===== config.mk =====
export PLATFORM = sky130hd
export DESIGN_NAME = hazard_ctrl
export DESIGN_NICKNAME = d
export VERILOG_FILES = /design/src/rtl/hazard_ctrl_pkg.sv /design/src/rtl/md_busy_cnt.sv /design/src/rtl/hazard_ctrl.sv
export SDC_FILE = /design/constraint.sdc
export NUM_CORES = 1
export LEC_CHECK = 0
export ABC_AREA = 1
export BUFFER_PORTS_ARGS = -buffer_cell sky130_fd_sc_hd__buf_4
export CAP_MARGIN = 25
export CORE_MARGIN = 2
export CORE_UTILIZATION = 51
export CTS_BUF_LIST = sky130_fd_sc_hd__clkbuf_8 sky130_fd_sc_hd__clkbuf_16
export DETAILED_ROUTE_END_ITERATION = 8
export PLACE_DENSITY_LB_ADDON = 0.25
export SETUP_SLACK_MARGIN = 0.4
export SLEW_MARGIN = 25
export SYNTH_ARGS = -nofsm -noshare
export SYNTH_HDL_FRONTEND = slang
export SYNTH_SLANG_ARGS = --single-unit

===== constraint.sdc =====
create_clock -name clk -period 1.35 [get_ports clk]
set_input_delay 0 -clock clk [delete_from_list [all_inputs] [get_ports clk]]
set_output_delay 0 -clock clk [all_outputs]
set_load 0.02 [all_outputs]

===== src/rtl/hazard_ctrl_pkg.sv =====
// Shared definitions for the pipeline hazard unit.
// Contains the forwarding-select encodings used by the datapath muxes
// and a small helper for sizing parameter-dependent counters.
package hazard_ctrl_pkg;

  // Forwarding mux select encodings. The datapath muxes decode these.
  // FWD_E is only meaningful for the D-stage selects.
  typedef enum logic [1:0] {
    FWD_RF = 2'd0,
    FWD_E  = 2'd1,
    FWD_M  = 2'd2,
    FWD_W  = 2'd3
  } fwd_sel_e;

  // Larger of two integers; used to size the HI/LO busy counter.
  function automatic int max_int(input int a, input int b);
    return (a > b) ? a : b;
  endfunction

endpackage


===== src/rtl/md_busy_cnt.sv =====
// HI/LO unit busy tracker: loads the mult/div latency when a mult/div
// occupies E and counts down to zero otherwise.
// Ports: clk/reset; e_md_start/e_md_div from the E record; md_busy output.
module md_busy_cnt
  import hazard_ctrl_pkg::*;
#(
  parameter int MULT_CYCLES = 5,
  parameter int DIV_CYCLES  = 10
) (
  input  logic clk,
  input  logic reset,
  input  logic e_md_start,
  input  logic e_md_div,
  output logic md_busy
);

  localparam int CNT_W = $clog2(max_int(MULT_CYCLES, DIV_CYCLES) + 1);

  logic [CNT_W-1:0] cnt;
  logic [CNT_W-1:0] cnt_next;

  always_comb begin
    cnt_next = cnt;
    if (e_md_start) begin
      cnt_next = e_md_div ? CNT_W'(DIV_CYCLES) : CNT_W'(MULT_CYCLES);
    end else if (cnt != '0) begin
      cnt_next = cnt - CNT_W'(1);
    end
  end

  always_ff @(posedge clk or posedge reset) begin
    if (reset) begin
      cnt <= '0;
    end else begin
      cnt <= cnt_next;
    end
  end

  // The unit is already busy while the mult/div sits in E, one cycle
  // before the counter is loaded.
  assign md_busy = (cnt != '0) | e_md_start;

endmodule


===== src/rtl/hazard_ctrl.sv =====
// Hazard unit for the 5-stage pipeline: shadow records of the producers
// in E/M/W drive the stall, the D/E forwarding selects and the HI/LO interlock.
// Ports: D-stage operand/producer info in; stall, fwd_d_rs/rt, fwd_e_rs/rt,
// md_busy out. All outputs are combinational from the records and D inputs.
module hazard_ctrl
  import hazard_ctrl_pkg::*;
#(
  parameter int REG_AW      = 5,
  parameter int T_W         = 2,
  parameter int MULT_CYCLES = 5,
  parameter int DIV_CYCLES  = 10
) (
  input  logic              clk,
  input  logic              reset,
  input  logic [REG_AW-1:0] d_rs,
  input  logic [REG_AW-1:0] d_rt,
  input  logic [T_W-1:0]    d_tuse_rs,
  input  logic [T_W-1:0]    d_tuse_rt,
  input  logic [REG_AW-1:0] d_a3,
  input  logic              d_we,
  input  logic [T_W-1:0]    d_tnew,
  input  logic              d_md_start,
  input  logic              d_md_div,
  input  logic              d_md_use,
  output logic              stall,
  output logic [1:0]        fwd_d_rs,
  output logic [1:0]        fwd_d_rt,
  output logic [1:0]        fwd_e_rs,
  output logic [1:0]        fwd_e_rt,
  output logic              md_busy
);

  // A tuse of all-ones marks an operand the instruction does not read.
  localparam logic [T_W-1:0] TUSE_NONE = '1;

  // E record
  logic [REG_AW-1:0] e_rs, e_rt, e_a3;
  logic              e_we;
  logic [T_W-1:0]    e_tnew;
  logic              e_md_start, e_md_div;

  // M and W records
  logic [REG_AW-1:0] m_a3, w_a3;
  logic              m_we, w_we;
  logic [T_W-1:0]    m_tnew, w_tnew;

  logic reg_stall;
  logic md_stall;

  fwd_sel_e fwd_d_rs_sel, fwd_d_rt_sel, fwd_e_rs_sel, fwd_e_rt_sel;

  // Saturating decrement: a result already available stays available.
  function automatic logic [T_W-1:0] sat_dec(input logic [T_W-1:0] t);
    return (t == '0) ? '0 : t - T_W'(1);
  endfunction

  // A record produces operand x when it writes a non-zero register equal to x.
  function automatic logic hit(input logic              we,
                               input logic [REG_AW-1:0] a3,
                               input logic [REG_AW-1:0] x);
    return we && (a3 == x) && (x != '0);
  endfunction

  // Operand x is needed in tuse cycles; stall if the E or M producer
  // will not have its value ready by then.
  function automatic logic need_stall(input logic [REG_AW-1:0] x,
                                      input logic [T_W-1:0]    tuse);
    logic s;
    s = 1'b0;
    if (tuse != TUSE_NONE) begin
      if (hit(e_we, e_a3, x) && (tuse < e_tnew)) s = 1'b1;
      if (hit(m_we, m_a3, x) && (tuse < m_tnew)) s = 1'b1;
    end
    return s;
  endfunction

  // D-stage source: nearest matching producer wins; if it has not
  // produced its value yet it still shadows older producers, so the
  // select stays on the register file.
  function automatic fwd_sel_e d_sel(input logic [REG_AW-1:0] x);
    fwd_sel_e sel;
    sel = FWD_RF;
    if (hit(e_we, e_a3, x)) begin
      sel = (e_tnew == '0) ? FWD_E : FWD_RF;
    end else if (hit(m_we, m_a3, x)) begin
      sel = (m_tnew == '0) ? FWD_M : FWD_RF;
    end else if (hit(w_we, w_a3, x)) begin
      sel = (w_tnew == '0) ? FWD_W : FWD_RF;
    end
    return sel;
  endfunction

  // E-stage source: same nearest-first rule over M and W.
  function automatic fwd_sel_e e_sel(input logic [REG_AW-1:0] x);
    fwd_sel_e sel;
    sel = FWD_RF;
    if (hit(m_we, m_a3, x)) begin
      sel = (m_tnew == '0) ? FWD_M : FWD_RF;
    end else if (hit(w_we, w_a3, x)) begin
      sel = (w_tnew == '0) ? FWD_W : FWD_RF;
    end
    return sel;
  endfunction

  always_comb begin
    reg_stall    = need_stall(d_rs, d_tuse_rs) | need_stall(d_rt, d_tuse_rt);
    fwd_d_rs_sel = d_sel(d_rs);
    fwd_d_rt_sel = d_sel(d_rt);
    fwd_e_rs_sel = e_sel(e_rs);
    fwd_e_rt_sel = e_sel(e_rt);
  end

  assign md_stall = d_md_use & md_busy;
  assign stall    = reg_stall | md_stall;

  assign fwd_d_rs = fwd_d_rs_sel;
  assign fwd_d_rt = fwd_d_rt_sel;
  assign fwd_e_rs = fwd_e_rs_sel;
  assign fwd_e_rt = fwd_e_rt_sel;

  // Record pipeline. A stalled D instruction leaves a bubble in E, so a
  // stalled mult/div never starts the counter twice.
  always_ff @(posedge clk or posedge reset) begin
    if (reset) begin
      e_rs       <= '0;
      e_rt       <= '0;
      e_a3       <= '0;
      e_we       <= 1'b0;
      e_tnew     <= '0;
      e_md_start <= 1'b0;
      e_md_div   <= 1'b0;
      m_a3       <= '0;
      m_we       <= 1'b0;
      m_tnew     <= '0;
      w_a3       <= '0;
      w_we       <= 1'b0;
      w_tnew     <= '0;
    end else begin
      if (stall) begin
        e_rs       <= '0;
        e_rt       <= '0;
        e_a3       <= '0;
        e_we       <= 1'b0;
        e_tnew     <= '0;
        e_md_start <= 1'b0;
        e_md_div   <= 1'b0;
      end else begin
        e_rs       <= d_rs;
        e_rt       <= d_rt;
        e_a3       <= d_a3;
        e_we       <= d_we;
        e_tnew     <= d_tnew;
        e_md_start <= d_md_start;
        e_md_div   <= d_md_div;
      end
      m_a3   <= e_a3;
      m_we   <= e_we;
      m_tnew <= sat_dec(e_tnew);
      w_a3   <= m_a3;
      w_we   <= m_we;
      w_tnew <= sat_dec(m_tnew);
    end
  end

  md_busy_cnt #(
    .MULT_CYCLES(MULT_CYCLES),
    .DIV_CYCLES (DIV_CYCLES)
  ) u_md_busy_cnt (
    .clk       (clk),
    .reset     (reset),
    .e_md_start(e_md_start),
    .e_md_div  (e_md_div),
    .md_busy   (md_busy)
  );

endmodule


# [After elaboration in Yosys (flattened, before gate mapping)]
# Cells that the tools add are included.
# Widths: inputs -> output; s select.
[totals] regBits=40 latchBits=0 ramBits=0 mem_bits_ro=0 in_bits=27 out_inout_bits=10 wordCells=101 n_memories=0
[classes] add_sub_neg=3 multipliers=0 div=0 order_cmp=4 eq_ne=12 shifts=0 mux=31 n_bitwise=4 n_reduce_logical=33
[ops] operator="$eq 5x5->1" count=10
[ops] operator="$mux 2" count=15
[ops] operator="$logic_and 1x1->1" count=24
[ops] operator="$reduce_bool 5->1" count=4
[ops] operator="$mux 5" count=3
[ops] operator="$mux 4" count=3
[ops] operator="$mux 1" count=10
[ops] operator="$lt 2x2->1" count=4
[ops] operator="$logic_not 2->1" count=3
[ops] operator="$ne 2x2->1 const B" count=2
[ops] operator="$reduce_bool 4->1" count=1
[ops] operator="$sub 2x1->2 const B" count=2
[ops] operator="$sub 4x1->4 const B" count=1
[ops] operator="$or 1x1->1" count=3
[ops] operator="$reduce_bool 2->1" count=1
[ops] operator="$and 1x1->1" count=1

# [Depth between registers and ports, before layout]
[depth] depth_word=10 ltp_mapped=12 depth_no_buf=11

# [Cells and area by module]
# Synthesis repeated with hierarchy kept, for this count alone.
[hier_totals] cells_unflattened=325 area_unflattened_um2=2501.1
[by_module_without_submodules] module="hazard_ctrl" instances=1 cells_each=292 area_per_inst_um2=2229.6 seq_area_each_um2=900.9
[by_module_without_submodules] module="md_busy_cnt" instances=1 cells_each=33 area_per_inst_um2=271.5 seq_area_each_um2=100.1

# [Worst setup path after synthesis]
# Ideal clock, no wire load.
[synth_timing] path_type="flip-flop to flip-flop" startpoint="register u_md_busy_cnt.cnt[0]" endpoint="register e_rs[3]" setup_ps=71 arrival_time_ps=1492 required_ps=1279 slack_ps=-213 stages_incl_launch_ff=10 n_path_buf=1 synth_period_minus_slack_ps=1563 cell_sequence="dfrtp_1 > inv_1 > ha_1 > nand2_1 > nor3_1 > inv_1 > nand2_1 > nand3_2 > buf_6 > nor2_1"
[synth_via] elab_chain_cells=5
[synth_rtl] item="start: declaration" line="md_busy_cnt.sv:19" source="logic [CNT_W-1:0] cnt;"
[synth_rtl] item="start signal: assignment" line="md_busy_cnt.sv:35" source="cnt <= cnt_next;"
[synth_rtl] item="$reduce_bool 4->1" line="md_busy_cnt.sv:41" source="assign md_busy = (cnt != '0) | e_md_start;"
[synth_rtl] item="$or 1x1->1" line="md_busy_cnt.sv:41"
[synth_rtl] item="named net md_busy" line="hazard_ctrl.sv:30" source="output logic md_busy"
[synth_rtl] item="$and 1x1->1" line="hazard_ctrl.sv:113" source="assign md_stall = d_md_use & md_busy;"
[synth_rtl] item="$or 1x1->1" line="hazard_ctrl.sv:114" source="assign stall = reg_stall | md_stall;"
[synth_rtl] item="named net stall" line="hazard_ctrl.sv:25" source="output logic stall,"
[synth_rtl] item="$mux 5" line="hazard_ctrl.sv:139" source="if (stall) begin"
[synth_rtl] item="end signal: assignment" line="hazard_ctrl.sv:148" source="e_rs <= d_rs;"
[synth_rtl] item="end: declaration" line="hazard_ctrl.sv:37" source="logic [REG_AW-1:0] e_rs, e_rt, e_a3;"
# The timed path passes the listed nets, and every way through them passes these cells.
# A chain may end at the register's enable or synchronous reset.

# [Final worst setup path]
[layout_timing] startpoint="register m_a3[4]" endpoint="output port stall"
[layout_via] elab_chain_cells=8 elab_cells_between_ends=14 cone_classes="2 x eq/ne; 4 x mux; 2 x bitwise; 6 x reduce/logical"
[layout_rtl] item="start: declaration" line="hazard_ctrl.sv:43" source="logic [REG_AW-1:0] m_a3, w_a3;"
[layout_rtl] item="start signal: assignment" line="hazard_ctrl.sv:132" source="m_a3 <= '0;"
[layout_rtl] item="start signal: assignment" line="hazard_ctrl.sv:156" source="m_a3 <= e_a3;"
[layout_rtl] item="$eq 5x5->1" line="hazard_ctrl.sv:61" source="return we && (a3 == x) && (x != '0);"
[layout_rtl] item="$logic_and 1x1->1 (2 in a row)" line="hazard_ctrl.sv:61"
[layout_rtl] item="$logic_and 1x1->1" line="hazard_ctrl.sv:72" source="if (hit(m_we, m_a3, x) && (tuse < m_tnew)) s = 1'b1;"
[layout_rtl] item="$mux 1" line="hazard_ctrl.sv:72"
[layout_rtl] item="$mux 1" line="hazard_ctrl.sv:70" source="if (tuse != TUSE_NONE) begin"
[layout_rtl] item="$or 1x1->1 *" line="hazard_ctrl.sv:106" source="reg_stall = need_stall(d_rs, d_tuse_rs) | need_stall(d_rt, d_tuse_rt);"
[layout_rtl] item="$or 1x1->1 *" line="hazard_ctrl.sv:114"
[layout_rtl] item="end: declaration" line="hazard_ctrl.sv:25"
# Mark *: on every way between the ends. The rest lies on a longest branch, timed or not.

==> results.md <==
- PnR worst setup slack: -0.426 ns
- WP data arrival: 1.78 ns
- Clk slew on worst S/H paths: 0.07 ns
- P_leak: 0.00186 µW
- Wirelength per Cell: 16.3 µm
- Setup crit start kind: flop
- Hold Fails Final Rpt: 0
- Drt drc: 0
- Area grow syn2layout: 52.8%
- Crit. End Element: output port
- Crit path time final: 1.78 ns
- Worst skew pair latency: 0.30 ns
- Commonest non-fill, non-tap cell in the layout: nand2_1
- Die W: 72.0 µm
- Most frequent cells in the layout: nand2_1 (80), buf_4 (56), inv_1 (46), nor2_1 (38), dfrtp_1 (36)
- Peak supply drop: 1180 µV
- Post-synth ARST share: 1.00
- Final worst-path cycle share: 1.32
- Die area: 0.00518 mm²
- Final setup vio count: 30
- Number of global-route vias before repair: 2585
- Synth Area in XOR/XNOR: 0.0297
- Share of cells above drive strength 1: 0.389
- Status: complete, but fails checks
- Post-Syn Area: ~0.0024 mm²
- Failing checks: setup timing
- Synth top area share: 0.424
- Initial antenna violation count: 0
- Post-Syn Instances: 331
- Routed via count: 2618
- Placed Cells: 444
- RSZ-0062 raised after global routing: true
- Max Cap Viol: 0
- Post-synth EDFFs: 0
- First-pass GRT wire length: between 10 and 15 mm
- Tightest Pin Transition: 0.500 ns
- Setup Skew: around 0.0028 ns
- Yosys warnings: 0
- Starting DRT DRC Count: 163
- Hold path depth: 3
- CTS buffer count: 5
- Non-filler instance count after layout: 479
- Relative max-transition margin: 0.667
- Clk Tree Root Cell: clkbuf_8
- TritonRoute pass-1 iters: 6
- CTS max path bufs: 2
- Gr usage total: 0.295
- HP Class: input port to flop
- IO Pins: 37
- Synth Area in Simple Gates: 0.300
- Via density per instance: 5.47
- Largest net degree at the start of global routing: 41
- Total grt overflow: 0
- CTS tree: done
- Cell taking the most area after synthesis: dfrtp_1
- Adder-Cell Fraction of Synth Area: 0.0318
- #FFs+latches synth: 40
- Post-synthesis mux area share: 0
- Largest family of logic cells by synthesized area: simple AND/OR/NAND/NOR gates
- Initial Utilization: 0.534
- Setup TNS: -9.39 ns
- R2R cell count: 12
- # diodes: 0
- Top cells by area, synth: dfrtp_1 (42%), nand2_1 (15%), inv_1 (9.9%)
- Worst Path Required: 1.35 ns
- Max Slew Vio Count: 0
- I/O Buffers: 36
- GPL Wtd Cong: 0.911
- PwrDens: 1150 mW/mm²
- Syn Nets: between 300 and 400
- Synthesized area per cell: 7.13 µm²
- Clock sinks: 40
- Placed wire-length estimate: 4.85 mm
- H-tree levels: 2
- Synth Area in Compound Gates: 0.104
- Std-Cell Rows: 24
- Fmax: about 560 MHz
- Chip Height: 72.0 µm
- Crit path kind: flop to output port
- Final nets: approximately 460
- Seq/Total Area, Yosys: 0.424
- Ys flop type: dfrtp_1
- CP Max Fanout: 4
- Post-DRT Antenna Nets: 0
- Synth cell types: 28
- Core Box Area: 0.00441 mm²
- Wirelength, routed: 7.79 mm
[final cells by class]
class,count,area (µm²)
multi-input combinational,226,1400
sequential,40,1010
timing repair buffer,90,810
fill,250,810
inverter,63,239
clock buffer,6,82.6
tap,52,65.1
clock inverter,2,7.51
[stage by stage]
| stage | hold slack (ns) | worst slack (ns) | power, µW | instance area (µm²) | utilization |
|---|---|---|---|---|---|
| floorplan | 0.106 | -0.0499 | 2300 | 2460 | - |
| global placement | 0.150 | -0.186 | 2750 | 2980 | 0.676 |
| detailed placement | 0.159 | -0.201 | 2790 | 2980 | 0.676 |
| CTS | 0.0179 | -0.347 | 3840 | 3360 | 0.762 |
| global route | 0.0352 | -0.591 | 4350 | 3600 | 0.817 |
| finish | 0.0179 | -0.426 | 4140 | 3600 | 0.817 |
[where the power goes]
| part | total [µW] | internal (µW) | switching, µW |
|---|---|---|---|
| Sequential | 1570 | 1370 | 201 |
| Clock | 813 | 402 | 411 |
| Combinational | 1750 | 850 | 900 |
| Total | 4140 | 2620 | 1510 |
[sequential cells by signal (all words and copies together) (netlist names), 2 cells and up]
register	flops
e_a3	5
e_rs	5
e_rt	5
m_a3	5
w_a3	5
u_md_busy_cnt.cnt	4
e_tnew	2
m_tnew	2
w_tnew	2
[worst paths after layout]
path | from | endpoint | slack (ns)
worst max register to register | m_a3[4] | e_rt[1] | -0.32
min in group asynchronous | reset | e_rs[1] | 0.39
max in group asynchronous | reset | m_a3[2] | 0.59
worst min register to register | m_we | w_we | 0.38
worst min-delay path | d_rs[1] | e_rs[1] | 0.02
worst max-delay path | m_a3[4] | stall | -0.43
[timing repair]
action,4_1_cts,5_1_grt
endpoints found under the hold margin,51,0
pin swaps,22,22
cloned,0,0
gates resized for setup,40,45
hold buffers,12,0
setup buffers,5,10
setup endpoints to repair,34,34
[cells in the mapped netlist, types with 3 or more instances]
cell type and number:
nor2_1 43, xnor2_1 5, inv_1 62, o21ai_0 5, nor3_1 8, nand2_1 95, o22ai_1 16, a21oi_1 13
xor2_1 3, ha_1 6, nand4_1 3, dfrtp_1 40, nand3_1 14
[layer usage]
layer,vias up,global-route usage,share of wire
li1,1237,-,-
met1,1216,0.344,0.38
met2,136,0.514,0.52
met3,29,0.0569,0.060
met4,0,0.155,0.044
met5,-,0,0
[worst max-delay path: stages, from the launching register on]
cell	delay (ns)
dfrtp_1	0.45
inv_2	0.11
nand2_1	0.06
nand2_1	0.08
nand2_2	0.07
nor2_4	0.16
nand3_1	0.11
nand2_1	0.08
nand2_1	0.06
nand3_2	0.09
buf_12	0.11
buf_8	0.10
[kinds of logic (layout without fill, tap and decap cells)]
| family | count (synthesis) | count (layout) |
|---|---|---|
| xor+xnor | 8 | 8 |
| buf+inv | 65 | 161 |
| simple gates | 171 | 171 |
| compound gates | 41 | 41 |
| fa+ha+maj | 6 | 6 |
| flops | 40 | 40 |
No activity file was read; power rests on OpenSTA's default activity.
